## src/rtl/sha_unpad_pkg.sv

```systemverilog
// ============================================================================
// Module  : sha_unpad_pkg
// Brief   : Shared widths, FSM state encoding, register record and byte
//           selection helper for the SHA unpadder. Optional macro
//           SHA_UNPAD_ERRCNT_EN adds the error-counter field.
// Revision: 1.0 - initial release
// ============================================================================
`default_nettype none

package sha_unpad_pkg;

    localparam int NW       = 32;
    localparam int NB       = 16 * NW;
    localparam int NM       = 2 * NW;
    localparam int BPW      = NW / 8;
    localparam int BPW_BITS = $clog2(BPW);
    localparam int KW       = 4 + BPW_BITS;
    localparam int LMAX     = NB / 8 - 1 - NM / 8;

    typedef enum logic [2:0] {
        IDLE  = 3'd0,
        LEN   = 3'd1,
        CHECK = 3'd2,
        EMIT  = 3'd3,
        DONE  = 3'd4,
        ERR   = 3'd5
    } unpad_state_t;

    typedef struct packed {
        unpad_state_t    state;
        logic [NB-1:0]   block;
        logic [3:0]      w;
        logic [KW-1:0]   k;
        logic [NM-1:0]   length;
        logic            in_ready;
        logic [7:0]      msg_byte;
        logic            byte_valid;
        logic            done;
        logic            error;
`ifdef SHA_UNPAD_ERRCNT_EN
        logic [7:0]      err_count;
`endif
    } reg_type;

    // Byte 0 of each word sits in its most significant bits.
    function automatic logic [7:0] get_byte(input logic [NB-1:0] blk, input logic [KW-1:0] k);
        int unsigned off;
        off = 32'(k[KW-1:BPW_BITS]) * NW + (BPW - 1 - 32'(k[BPW_BITS-1:0])) * 8;
        return blk[off +: 8];
    endfunction

endpackage

`default_nettype wire

```

## src/rtl/sha_unpad_word_chk.sv

```systemverilog
// ============================================================================
// Module  : sha_unpad_word_chk
// Brief   : Combinational check of one block word against the padding rule
//           (marker 0x80 at byte L, zeros after it, message bytes ignored).
// Revision: 1.0 - initial release
// ============================================================================
`default_nettype none

module sha_unpad_word_chk
    import sha_unpad_pkg::*;
(
    input  logic [NW-1:0] word,
    input  logic [3:0]    widx,
    input  logic [KW-1:0] len_bytes,
    output logic          ok
);

    logic [BPW-1:0] w_bad;

    for (genvar j = 0; j < BPW; j++) begin : g_byte
        logic [KW-1:0] w_idx;
        logic [7:0]    w_val;
        assign w_idx    = {widx, BPW_BITS'(j)};
        assign w_val    = word[NW-1-8*j -: 8];
        assign w_bad[j] = ((w_idx == len_bytes) && (w_val != 8'h80)) ||
                          ((w_idx >  len_bytes) && (w_val != 8'h00));
    end

    assign ok = ~|w_bad;

endmodule

`default_nettype wire

```

## src/rtl/sha_unpad.sv

```systemverilog
// ============================================================================
// Module  : sha_unpad
// Brief   : Checks a padded SHA block and streams the original message bytes.
//           Define SHA_UNPAD_ERRCNT_EN to add the saturating Err_Count output.
// Revision: 1.0 - initial release
// ============================================================================
`default_nettype none

module sha_unpad
    import sha_unpad_pkg::*;
(
    input  logic          clk,
    input  logic          rst,
    input  logic [NB-1:0] Data,
    input  logic          Enable,
    output logic          In_Ready,
    output logic [7:0]    Byte,
    output logic          Byte_Valid,
    input  logic          Byte_Ready,
    output logic [NM-1:0] Length,
    output logic          Done,
    output logic          Error
`ifdef SHA_UNPAD_ERRCNT_EN
    ,
    output logic [7:0]    Err_Count
`endif
);

    reg_type       r_reg;
    reg_type       w_next;
    logic [NW-1:0] w_word;
    logic [KW-1:0] w_len_bytes;
    logic          w_ok;

    assign w_word      = r_reg.block[32'(r_reg.w) * NW +: NW];
    // Upper length bits are known zero once LEN has accepted the block.
    assign w_len_bytes = r_reg.length[KW+2:3];

    sha_unpad_word_chk u_word_chk (
        .word      (w_word),
        .widx      (r_reg.w),
        .len_bytes (w_len_bytes),
        .ok        (w_ok)
    );

    always_comb begin
        w_next      = r_reg;
        w_next.done = 1'b0;
        case (r_reg.state)
            IDLE: begin
                if (Enable) begin
                    w_next.block    = Data;
                    w_next.error    = 1'b0;
                    w_next.in_ready = 1'b0;
                    w_next.state    = LEN;
                end
            end
            LEN: begin
                w_next.length = {r_reg.block[14*NW +: NW], r_reg.block[15*NW +: NW]};
                if ((w_next.length[2:0] != 3'd0) || ((w_next.length >> 3) > NM'(LMAX))) begin
                    w_next.state = ERR;
                    w_next.done  = 1'b1;
                    w_next.error = 1'b1;
                end else begin
                    w_next.state = CHECK;
                    w_next.w     = 4'd0;
                end
            end
            CHECK: begin
                if (!w_ok) begin
                    w_next.state = ERR;
                    w_next.done  = 1'b1;
                    w_next.error = 1'b1;
                end else if (r_reg.w == 4'd13) begin
                    if (w_len_bytes == '0) begin
                        w_next.state = DONE;
                        w_next.done  = 1'b1;
                    end else begin
                        w_next.state      = EMIT;
                        w_next.k          = '0;
                        w_next.msg_byte   = get_byte(r_reg.block, '0);
                        w_next.byte_valid = 1'b1;
                    end
                end else begin
                    w_next.w = r_reg.w + 4'd1;
                end
            end
            EMIT: begin
                if (Byte_Ready) begin
                    if (r_reg.k == w_len_bytes - KW'(1)) begin
                        w_next.state      = DONE;
                        w_next.byte_valid = 1'b0;
                        w_next.done       = 1'b1;
                    end else begin
                        w_next.k        = r_reg.k + KW'(1);
                        w_next.msg_byte = get_byte(r_reg.block, r_reg.k + KW'(1));
                    end
                end
            end
            DONE: begin
                w_next.state    = IDLE;
                w_next.in_ready = 1'b1;
            end
            ERR: begin
                w_next.state    = IDLE;
                w_next.in_ready = 1'b1;
`ifdef SHA_UNPAD_ERRCNT_EN
                if (r_reg.err_count != 8'hFF) begin
                    w_next.err_count = r_reg.err_count + 8'd1;
                end
`endif
            end
            default: begin
                w_next.state    = IDLE;
                w_next.in_ready = 1'b1;
            end
        endcase
    end

    always_ff @(posedge clk) begin
        if (!rst) begin
            r_reg          <= '0;
            r_reg.state    <= IDLE;
            r_reg.in_ready <= 1'b1;
        end else begin
            r_reg <= w_next;
        end
    end

    assign In_Ready   = r_reg.in_ready;
    assign Byte       = r_reg.msg_byte;
    assign Byte_Valid = r_reg.byte_valid;
    assign Length     = r_reg.length;
    assign Done       = r_reg.done;
    assign Error      = r_reg.error;
`ifdef SHA_UNPAD_ERRCNT_EN
    assign Err_Count  = r_reg.err_count;
`endif

endmodule

`default_nettype wire
```

## config.mk

```make
export PLATFORM = sky130hd
export DESIGN_NAME = sha_unpad
export DESIGN_NICKNAME = d
export VERILOG_FILES = /design/src/rtl/sha_unpad_pkg.sv /design/src/rtl/sha_unpad_word_chk.sv /design/src/rtl/sha_unpad.sv
export SDC_FILE = /design/constraint.sdc
export NUM_CORES = 2
export LEC_CHECK = 0
export BUFFER_PORTS_ARGS = -buffer_cell sky130_fd_sc_hd__buf_4
export CAP_MARGIN = 5
export CORE_MARGIN = 2
export CORE_UTILIZATION = 40
export CTS_CLUSTER_SIZE = 24
export DETAILED_ROUTE_END_ITERATION = 6
export GPL_TIMING_DRIVEN = 0
export PLACE_DENSITY = 0.66
export SYNTH_ARGS = -nofsm -noshare
export SYNTH_HDL_FRONTEND = slang
export SYNTH_SLANG_ARGS = --single-unit
```

## constraint.sdc

```tcl
create_clock -name clk -period 3.1 [get_ports clk]
set_clock_uncertainty 0.15 [all_clocks]
set_input_delay 0.465 -clock clk [delete_from_list [all_inputs] [get_ports clk]]
set_output_delay 0.465 -clock clk [all_outputs]
set_load 0.01 [all_outputs]
```

==> out/qor.yml <==
outcome:
  outcome: "complete, but fails checks"
  failed_checks: "design-rule violations, negative setup slack"
timing:
  timing.final.ws_setup_ns: -0.468
  finalCritPeriodShare: 1.15
  fin_crit_ns: 3.57
  finalHoldViolCount: 0
  rsz0062_at_grt: "true"
  tightest_slew_ns: 1.23
  relSlewSlack: 0.178
  setup_viol: 24
  max_freq_mhz: 280
  drv_slew: 0
critical_path:
  required_ns: 3.47
  end_kind: "flop"
  critical_path.cell_chain: "nor4_1, mux4_2, nand2_1, a311oi_2, o221ai_2, buf_4, nor4_4, nand2_1, and4b_2"
  cpMostUsedCell: "nand2_1"
  cp_max_fo: 4
  crit_path_top_delay_cell: "nor4_1"
  r2r_setup_slack_ns: -0.47
  arrival_ns: 3.94
  cp_slowest_stage_delay_ns: 1.02
  startpoint_type: "flop"
  path_class: "reg2reg"
worst_hold_path:
  hold_class: "in2reg"
detailed_routing:
  route.vias.total: 32700
  drt_iter0_markers: 4141
  firstDrtPassIters: 7
  post_drt_wl_per_cell_um: 25.7
  viasPerCell: 5.85
  drtAntennaViolNets: 0
  drc: 4
  wirelength_mm: 143
clock_network:
  cts_made_buffers: 60
  clk_latency_ns: 0.68
  cts_htree_levels: 2
  cts_tree: "done"
  cts.sinks: 601
  clk_path_buf_depth: 3
  clk_pin_slew_ns: 0.06
  cts_root_buffer: "clkbuf_16"
synth:
  ys_warn_count: 0
  syn_inst: 3415
  async_reset_ff_frac: 0
  synth-main-ff-cell: "dfxtp_1"
  ys_ff_latch: 601
  ys_seq_area_frac: 0.419
  synth_cell_types: 74
  avgSynthCellArea_um2: 8.41
  syn_nets: 3943
  synth_edf_count: 0
  synth_area_um2: 28700
power_and_ir_drop:
  power_switching_share: 0.290
  pwr-share-seq: 0.444
  p_switching_w: 0.00573
  powerDensity_nw_per_um2: 467
  peakVddDrop_uv: 450
  combPwrFrac: 0.178
  total_power_w: 0.0198
  clockPowerShare: 0.378
  p_leak_nw: 16.8
  p_int_w: 0.0141
placement:
  dp.cells: 4956
  gp_congestion: 1.05
  portBuffers: 590
  placed_area_um2: 34400
  dp_hpwl_mm: 106
global_routing:
  grt_max_degree: 17
  grt_antenna_before_repair: 7
  grt_util_all_layers: 0.373
  grt_pass1_wl_mm: 204
  grt.overflow.total: 0
  grt_pass1_vias: 32000
flow_run:
  cap_violations: 0
floorplanning:
  dieArea_um2: 74000
  core_area_um2: 71200
  die_h_um: 272
  die_w_um: 272
  rows: 98
  io_pins: 592
  start_util: 0.403
finish:
  final_area_um2: 42400
  drive_above_1_share: 0.242
  nets: 5111
  layout.cells.non_filler: 5590
  largest_reg_flops: 525
  area_delta_synth_final_pct: 47.6
## cells in the final DEF, fill, tap and decap left out, types with 48 or more instances in the layout
master         instances
nor4_1                48
mux4_2               189
dfxtp_1              595
a21oi_1              604
nand2_1             1208
dlygate4sd3_1        500
clkbuf_1             202
nor2_1                57
buf_4                685
clkbuf_16             64
## logic make-up (layout without fill, tap and decap cells)
| family | after synthesis | in the layout | share of synthesized area |
|---|---|---|---|
| and+or+nand+nor | 1473 | 1473 | 0.210 |
| AOI/OAI and AO/OA | 736 | 736 | 0.141 |
| DFF | 601 | 601 | 0.419 |
| buffers and inverters | 355 | 1572 | 0.0586 |
| muxes | 223 | 223 | 0.162 |
| xor gates and xnor gates | 15 | 15 | 0.00457 |
| adders and majority gates | 12 | 12 | 0.00523 |
| other | 0 | 8 | 0 |
## Yosys cell counts (4+ instances only)
cell type,number,area share
nand2_1,1209,0.16
a21oi_1,606,0.11
dfxtp_1,601,0.42
clkbuf_1,220,0.029
mux4_2,189,0.15
buf_4,76,0.020
nor2_1,60,0.0078
nor4_1,59,0.013
nor3_1,35,0.0061
nand3_1,33,0.0058
mux2i_1,31,0.011
o21ai_0,27,0.0047
buf_2,21,0.0037
buf_1,19,0.0025
nor2b_1,16,0.0035
ha_1,12,0.0052
nand4_1,12,0.0026
inv_1,11,0.0014
a211o_1,10,0.0030
a32oi_1,10,0.0030
xnor2_1,10,0.0030
a211oi_1,8,0.0021
nor3b_2,8,0.0035
a22oi_1,7,0.0018
and2_1,6,0.0013
o211ai_1,6,0.0016
or3_1,6,0.0013
or4_1,6,0.0016
a221oi_1,5,0.0015
a22o_1,5,0.0015
a31oi_1,5,0.0011
and3_1,5,0.0011
o22ai_1,5,0.0011
o41ai_1,5,0.0015
xor2_1,5,0.0015
o31ai_1,4,0.0010
## final cells by class
cell class | instances | area [µm²]
fill | 6143 | 28800
multi-input combinational | 2459 | 15400
sequential | 601 | 12000
timing repair buffer | 1110 | 9680
buffer | 336 | 2010
clock buffer | 85 | 1730
tap | 950 | 1190
clock inverter | 26 | 265
inverter | 15 | 65.1
antenna | 8 | 20.0
## metrics by stage
| step | utilization | worst slack, ns | hold WS [ns] | setup TNS (ns) |
|---|---|---|---|---|
| after CTS | 0.592 | -0.217 | 0.00199 | -4.16 |
| after floorplan | - | 0.00373 | 0.287 | 0 |
| after global placement | 0.482 | -1.47 | 0.294 | -214.30 |
| after detailed placement | 0.483 | -1.49 | 0.298 | -42.04 |
| after global routing | 0.595 | -0.411 | 0.000398 | -8.65 |
| final | 0.595 | -0.468 | 0.00106 | -9.56 |
## final timing paths
kind,start,to,cells after the start
worst max-delay path,r_reg[158],Done,9
worst min-delay path,Data[286],r_reg[372],3
worst max register to register,r_reg[158],Done,9
worst min register to register,Length[54],Length[54],2
## routing by layer
layer | up-vias | GRT usage | routed length (µm)
li1 | 14200 | - | -
met1 | 15600 | 0.441 | 51000
met2 | 2265 | 0.585 | 63400
met3 | 696 | 0.0979 | 16000
met4 | 0 | 0.280 | 13100
met5 | - | 0.00128 | 0
## power groups by stage
stage | Sequential, W | Combinational (W) | Clock, W
2_1_floorplan | 0.00862 | 0.00149 | 0
4_1_cts | 0.00873 | 0.00335 | 0.00747
6_report | 0.00878 | 0.00351 | 0.00749
3_5_place_dp | 0.00890 | 0.00280 | 0
5_1_grt | 0.00879 | 0.00369 | 0.00781
3_3_place_gp | 0.00888 | 0.00277 | 0
## worst max-delay path: cells and delay by family, from the launching register on
kind	cells	cell delay [ns]
buf+inv	1	0.18
compound gates	2	0.53
mux	1	0.45
flops	1	0.33
simple gates	5	1.78
## what timing repair did
item | in CTS | in global routing
hold buffers | 498 | 2
endpoints found under the setup margin | 54 | 25
endpoints found under the hold margin | 498 | 2
resized for setup | 173 | 36
setup buffers | 14 | 2
pin swaps | 18 | 5
gates cloned | 2 | 1
Power figures use the tool's default switching activity.
